[src/rtl/mcu_el2_pkg.sv]
// rtl/mcu_el2_pkg.sv - shared state type and constants for the DCCM init controller
package mcu_el2_pkg;

    typedef enum logic [1:0] {
        IDLE   = 2'd0,
        INIT   = 2'd1,
        VERIFY = 2'd2,
        DONE   = 2'd3
    } mcu_el2_dccm_init_state_t;

    localparam logic [6:0] DCCM_INIT_ECC = 7'h00;

endpackage

[src/rtl/mcu_el2_dccm_init_mux.sv]
// rtl/mcu_el2_dccm_init_mux.sv - per-bank SRAM port mux between core traffic and the init engine
module mcu_el2_dccm_init_mux #(
    parameter int AW = 10,
    parameter int DW = 32,
    parameter int EW = 7
) (
    input  logic          i_sel,
    input  logic          i_init_clken,
    input  logic          i_init_wren,
    input  logic [AW-1:0] i_init_addr,
    input  logic [EW-1:0] i_init_ecc,
    input  logic          i_core_clken,
    input  logic          i_core_wren,
    input  logic [AW-1:0] i_core_addr,
    input  logic [DW-1:0] i_core_wr_data,
    input  logic [EW-1:0] i_core_wr_ecc,
    output logic [DW-1:0] o_core_dout,
    output logic [EW-1:0] o_core_ecc,
    output logic          o_sram_clken,
    output logic          o_sram_wren,
    output logic [AW-1:0] o_sram_addr,
    output logic [DW-1:0] o_sram_wr_data,
    output logic [EW-1:0] o_sram_wr_ecc,
    input  logic [DW-1:0] i_sram_dout,
    input  logic [EW-1:0] i_sram_ecc
);

    // Init engine always writes zero data, so it needs no data input.
    assign o_sram_clken   = i_sel ? i_init_clken : i_core_clken;
    assign o_sram_wren    = i_sel ? i_init_wren  : i_core_wren;
    assign o_sram_addr    = i_sel ? i_init_addr  : i_core_addr;
    assign o_sram_wr_data = i_sel ? '0           : i_core_wr_data;
    assign o_sram_wr_ecc  = i_sel ? i_init_ecc   : i_core_wr_ecc;
    assign o_core_dout    = i_sel ? '0           : i_sram_dout;
    assign o_core_ecc     = i_sel ? '0           : i_sram_ecc;

endmodule

[src/rtl/mcu_el2_dccm_init_ctrl.sv]
// rtl/mcu_el2_dccm_init_ctrl.sv - DCCM zero/ECC initialiser with core pass-through; MCU_DCCM_INIT_VERIFY_EN adds read-back verify
module mcu_el2_dccm_init_ctrl
    import mcu_el2_pkg::*;
#(
    parameter int               NUM_BANKS = 4,
    parameter int               BANK_AW   = 10,
    parameter int               DATA_W    = 32,
    parameter int               ECC_W     = 7,
    parameter logic [ECC_W-1:0] INIT_ECC  = DCCM_INIT_ECC,
    parameter bit               AUTO_INIT = 1'b1
) (
    input  logic                         i_clk,
    input  logic                         i_rst,
    input  logic                         i_init_req,
    output logic                         o_init_busy,
    output logic                         o_init_done,
    output logic                         o_init_err,
    output logic                         o_core_stall,
    input  logic [NUM_BANKS-1:0]         i_core_clken,
    input  logic [NUM_BANKS-1:0]         i_core_wren,
    input  logic [NUM_BANKS*BANK_AW-1:0] i_core_addr,
    input  logic [NUM_BANKS*DATA_W-1:0]  i_core_wr_data,
    input  logic [NUM_BANKS*ECC_W-1:0]   i_core_wr_ecc,
    output logic [NUM_BANKS*DATA_W-1:0]  o_core_dout,
    output logic [NUM_BANKS*ECC_W-1:0]   o_core_ecc,
    output logic [NUM_BANKS-1:0]         o_sram_clken,
    output logic [NUM_BANKS-1:0]         o_sram_wren,
    output logic [NUM_BANKS*BANK_AW-1:0] o_sram_addr,
    output logic [NUM_BANKS*DATA_W-1:0]  o_sram_wr_data,
    output logic [NUM_BANKS*ECC_W-1:0]   o_sram_wr_ecc,
    input  logic [NUM_BANKS*DATA_W-1:0]  i_sram_dout,
    input  logic [NUM_BANKS*ECC_W-1:0]   i_sram_ecc
);

    mcu_el2_dccm_init_state_t r_state, w_next;
    logic [BANK_AW-1:0]       r_cnt;
    logic                     w_busy;
    logic                     w_drain;
    logic                     w_init_clken;
    logic                     w_init_wren;

    assign w_busy       = (r_state == INIT) || (r_state == VERIFY);
    assign o_init_busy  = w_busy;
    assign o_core_stall = w_busy;
    assign o_init_done  = (r_state == DONE);

`ifdef MCU_DCCM_INIT_VERIFY_EN
    logic r_vld;
    logic r_err;
    logic w_mismatch;

    // The drain cycle is the only VERIFY cycle that sees a wrapped counter with read data pending.
    assign w_drain    = (r_state == VERIFY) && r_vld && (r_cnt == '0);
    assign w_mismatch = (i_sram_dout != '0) || (i_sram_ecc != {NUM_BANKS{INIT_ECC}});
    assign o_init_err = r_err;

    always_ff @(posedge i_clk or posedge i_rst) begin
        if (i_rst) begin
            r_vld <= 1'b0;
            r_err <= 1'b0;
        end else begin
            r_vld <= (r_state == VERIFY) && !w_drain;
            if (i_init_req && !w_busy)
                r_err <= 1'b0;
            else if (r_vld && w_mismatch)
                r_err <= 1'b1;
        end
    end
`else
    assign w_drain    = 1'b0;
    assign o_init_err = 1'b0;
`endif

    always_ff @(posedge i_clk or posedge i_rst) begin
        if (i_rst) begin
            r_state <= AUTO_INIT ? INIT : IDLE;
            r_cnt   <= '0;
        end else begin
            r_state <= w_next;
            if (w_busy && !w_drain)
                r_cnt <= r_cnt + 1'b1;
        end
    end

    always_comb begin
        w_next       = r_state;
        w_init_clken = 1'b0;
        w_init_wren  = 1'b0;
        case (r_state)
            IDLE, DONE: begin
                if (i_init_req)
                    w_next = INIT;
            end
            INIT: begin
                w_init_clken = 1'b1;
                w_init_wren  = 1'b1;
                if (r_cnt == '1)
`ifdef MCU_DCCM_INIT_VERIFY_EN
                    w_next = VERIFY;
`else
                    w_next = DONE;
`endif
            end
`ifdef MCU_DCCM_INIT_VERIFY_EN
            VERIFY: begin
                if (w_drain)
                    w_next = DONE;
                else
                    w_init_clken = 1'b1;
            end
`endif
            default: w_next = IDLE;
        endcase
    end

    for (genvar b = 0; b < NUM_BANKS; b++) begin : g_bank
        mcu_el2_dccm_init_mux #(
            .AW(BANK_AW),
            .DW(DATA_W),
            .EW(ECC_W)
        ) u_mux (
            .i_sel          (w_busy),
            .i_init_clken   (w_init_clken),
            .i_init_wren    (w_init_wren),
            .i_init_addr    (r_cnt),
            .i_init_ecc     (INIT_ECC),
            .i_core_clken   (i_core_clken[b]),
            .i_core_wren    (i_core_wren[b]),
            .i_core_addr    (i_core_addr[b*BANK_AW +: BANK_AW]),
            .i_core_wr_data (i_core_wr_data[b*DATA_W +: DATA_W]),
            .i_core_wr_ecc  (i_core_wr_ecc[b*ECC_W +: ECC_W]),
            .o_core_dout    (o_core_dout[b*DATA_W +: DATA_W]),
            .o_core_ecc     (o_core_ecc[b*ECC_W +: ECC_W]),
            .o_sram_clken   (o_sram_clken[b]),
            .o_sram_wren    (o_sram_wren[b]),
            .o_sram_addr    (o_sram_addr[b*BANK_AW +: BANK_AW]),
            .o_sram_wr_data (o_sram_wr_data[b*DATA_W +: DATA_W]),
            .o_sram_wr_ecc  (o_sram_wr_ecc[b*ECC_W +: ECC_W]),
            .i_sram_dout    (i_sram_dout[b*DATA_W +: DATA_W]),
            .i_sram_ecc     (i_sram_ecc[b*ECC_W +: ECC_W])
        );
    end

endmodule

[config.mk]
export PLATFORM = sky130hd
export DESIGN_NAME = mcu_el2_dccm_init_ctrl
export DESIGN_NICKNAME = d
export VERILOG_FILES = /design/src/rtl/mcu_el2_pkg.sv /design/src/rtl/mcu_el2_dccm_init_mux.sv /design/src/rtl/mcu_el2_dccm_init_ctrl.sv
export SDC_FILE = /design/constraint.sdc
export NUM_CORES = 1
export LEC_CHECK = 0
export BUFFER_PORTS_ARGS = -buffer_cell sky130_fd_sc_hd__buf_2
export CORE_AREA = 2 2 286 288
export DETAILED_ROUTE_END_ITERATION = 8
export DIE_AREA = 0 0 288 290
export PLACE_DENSITY = 0.32
export SLEW_MARGIN = 20
export SYNTH_ARGS = -nofsm -noshare
export SYNTH_HDL_FRONTEND = slang
export SYNTH_HIERARCHICAL = 1
export SYNTH_SLANG_ARGS = --single-unit
[constraint.sdc]
create_clock -name i_clk -period 5.2 [get_ports i_clk]
set_input_delay 0.26 -clock i_clk [delete_from_list [all_inputs] [get_ports i_clk]]
set_output_delay 0.26 -clock i_clk [all_outputs]
set_load 0.02 [all_outputs]
==> out/metrics.csv <==
metric,value,unit
Worst Path Arrival,2.97,ns
post-synthesis mux area share,0.298,
Final Wtd Congestion,0.921,
GRT Residual Overflow,0,
post-synthesis sequential area ratio,0.0765,
"Setup violations, final",0,
# IOs,727,
Clock Skew,0.00202,ns
Die H,290,µm
Tcrit/Tclk final,0.621,
Iteration-0 DRC Markers,154,
H-tree depth,1,
Vias/cell,2.68,
synth cell count leaders,"285 x nor2b_1, 76 x mux2_4, 28 x buf_2",
Core Box Area,80200,µm²
Clock Latency Late Sink,0.24,ns
largest family of logic cells by synthesized area,simple AND/OR/NAND/NOR gates,
Mapped Area,3940,µm²
Fillers,9453,
Starting Density,0.0492,
port bufs,725,
vias,6029,
share of cells above drive strength 1,0.691,
HPWL Detailed,31.9,mm
critical path class,register to primary output,
Num CTS Buffers,3,
Placement Setup Slack,2.14,ns
fin crit period,3.23,ns
"Slew Viols, Final",0,
RSZ-0062 raised after global routing,false,
drt first pass iters,4,
Die X,288,µm
Root Buffer,clkbuf_16,
most common cell in the netlist,nor2b_1,
Compound-Gate Fraction of Synth Area,0.00603,
Power Density,805,nW/µm²
CTS Sinks,12,
CTS max path bufs,2,
async set or reset register ratio after synthesis,1.00,
slew at the pin closest to its max-slew limit,0.822,ns
Final Net Count,1552,
Post-Route Setup TNS,0,ns
final instance area,8810,µm²
setup bufs post-CTS,0,
fin worst setup slack,1.97,ns
Routed WL per cell,15.8,µm
MaxCap Viol Count,0,
hold crit path type,input pin to asynchronous set/reset pin,
"non-filler cells, final",2247,
first-pass GRT wire length,46.7,mm
Post-Synth XOR/XNOR Area,0.0178,
Synth top area share,0.453,
post-synthesis cell type count,31,
status,finished clean,
Adder-Cell Fraction of Synth Area,0.0159,
Post-Place Cells,2239,
#FFs+latches synth,12,
Fmax achieved,310,MHz
Slew headroom,0.452,
static leakage,4.84,nW
Synth area leader,nor2b_1,
ys flop type,dfrtp_1,
VDD IR max,548,µV
CTS tree,done,
"Cell Area, Placed",8710,µm²
Tot GR Track Use,0.0783,
Yosys warnings,6,
hold slack,0.0343,ns
Mapped Cells,463,
required time of the critical path,4.94,ns
largest fanout on the critical path,106,
Setup crit end kind,primary output,
Simple-Gate Fraction of Synth Area,0.488,
# resized after CTS,0,
Worst Setup Start Kind,register,
vias in the first global route,6214,
Post-CTS Hold Buffers,0,
largest net degree at the start of global routing,107,
Die ar.,83500,µm²
synth top area cells,"nor2b_1 45%, mux2_4 29%, dfrtp_1 7.0%, buf_12 4.1%, buf_2 3.6%",
Post-route DRC,0,
number of synthesized flops with an enable pin,0,
drt total wl,35.6,mm
Detail Route Antenna Nets,0,
Clock transition at path regs,0.05,ns
num rows,104,
initial antenna violation count,18,
mean post-synth cell area,8.51,µm²
Layout Area Growth over Synthesis,124,%
final hold vios,0,
layer usage:
metal / GRT usage / part of all wire / vias to the layer above / routed length [µm]
met1: 0.0924 / 0.39 / 2729 / 13800
met2: 0.146 / 0.50 / 385 / 17900
met3: 0.0198 / 0.10 / 28 / 3580
li1: - / - / 2869 / -
met5: 0 / 0.0026 / - / 94
met4: 0.00645 / 0.0051 / 18 / 182
critical path: stages, from the launching register on:
cell and delay (ns):
dfstp_2 0.55, inv_1 0.07, ha_1 0.47, inv_8 0.63
buf_4 0.46, mux2_4 0.33, buf_2 0.20
where the power goes:
part	internal (mW)	switching, mW	total [mW]
Combinational	2.34	4.35	6.69
Clock	0.116	0.0411	0.157
Sequential	0.132	0.110	0.242
Total	2.58	4.50	7.09
cell type report:
type / instances / area (µm²) / share of cell area
Antenna cell: 4 / 10.0 / 0.00114
Clock buffer: 4 / 88.8 / 0.0101
Inverter: 4 / 22.5 / 0.00256
Multi-Input combinational cell: 432 / 3360 / 0.382
Sequential cell: 12 / 302 / 0.0342
Tap cell: 1060 / 1330 / 0.151
Timing Repair Buffer: 731 / 3700 / 0.420
through the flow:
step                power (mW)  utilization
floorplan                 5.01            -
global placement          7.09        0.109
detailed placement        7.08        0.109
CTS                       7.26        0.110
global route              7.62        0.110
finish                    7.09        0.110
state kept, by name (all words and copies together) (netlist names):
signal and count:
r_cnt 10, r_state 2
layout by cell type (no fill, tap or decap), types with 2 or more instances in the layout:
cell / instances
buf_2: 725
nor2b_1: 285
mux2_4: 76
conb_1: 29
dfrtp_1: 11
nand2_1: 8
xnor2_1: 5
ha_1: 5
diode_2: 4
buf_4: 4
nand3_1: 3
xor2_1: 3
inv_1: 3
nand4_1: 3
clkbuf_16: 3
mux2i_1: 2
buf_12: 2
cells by family after synthesis:
group | count (synthesis)
simple gates | 308
mux | 79
buf+inv | 47
flops | 12
xor+xnor | 8
fa+ha+maj | 5
compound gates | 3
other cells | 1
path summary, 6_finish.rpt:
| check | startpoint | to | slack [ns] | cells past startpoint |
|---|---|---|---|---|
| worst max-delay path | r_state[0] | o_sram_addr[6] | 1.97 | 6 |
| worst min-delay path | i_rst | r_cnt[1] | 0.03 | 2 |
| worst max register to register | r_state[0] | r_cnt[3] | 2.92 | 5 |
| worst min register to register | r_state[0] | r_state[0] | 0.58 | 2 |
| max in group asynchronous | i_rst | r_state[0] | 4.82 | 2 |
| min in group i_clk | i_init_req | r_state[0] | 0.48 | 4 |
Power figures use the tool's default switching activity.
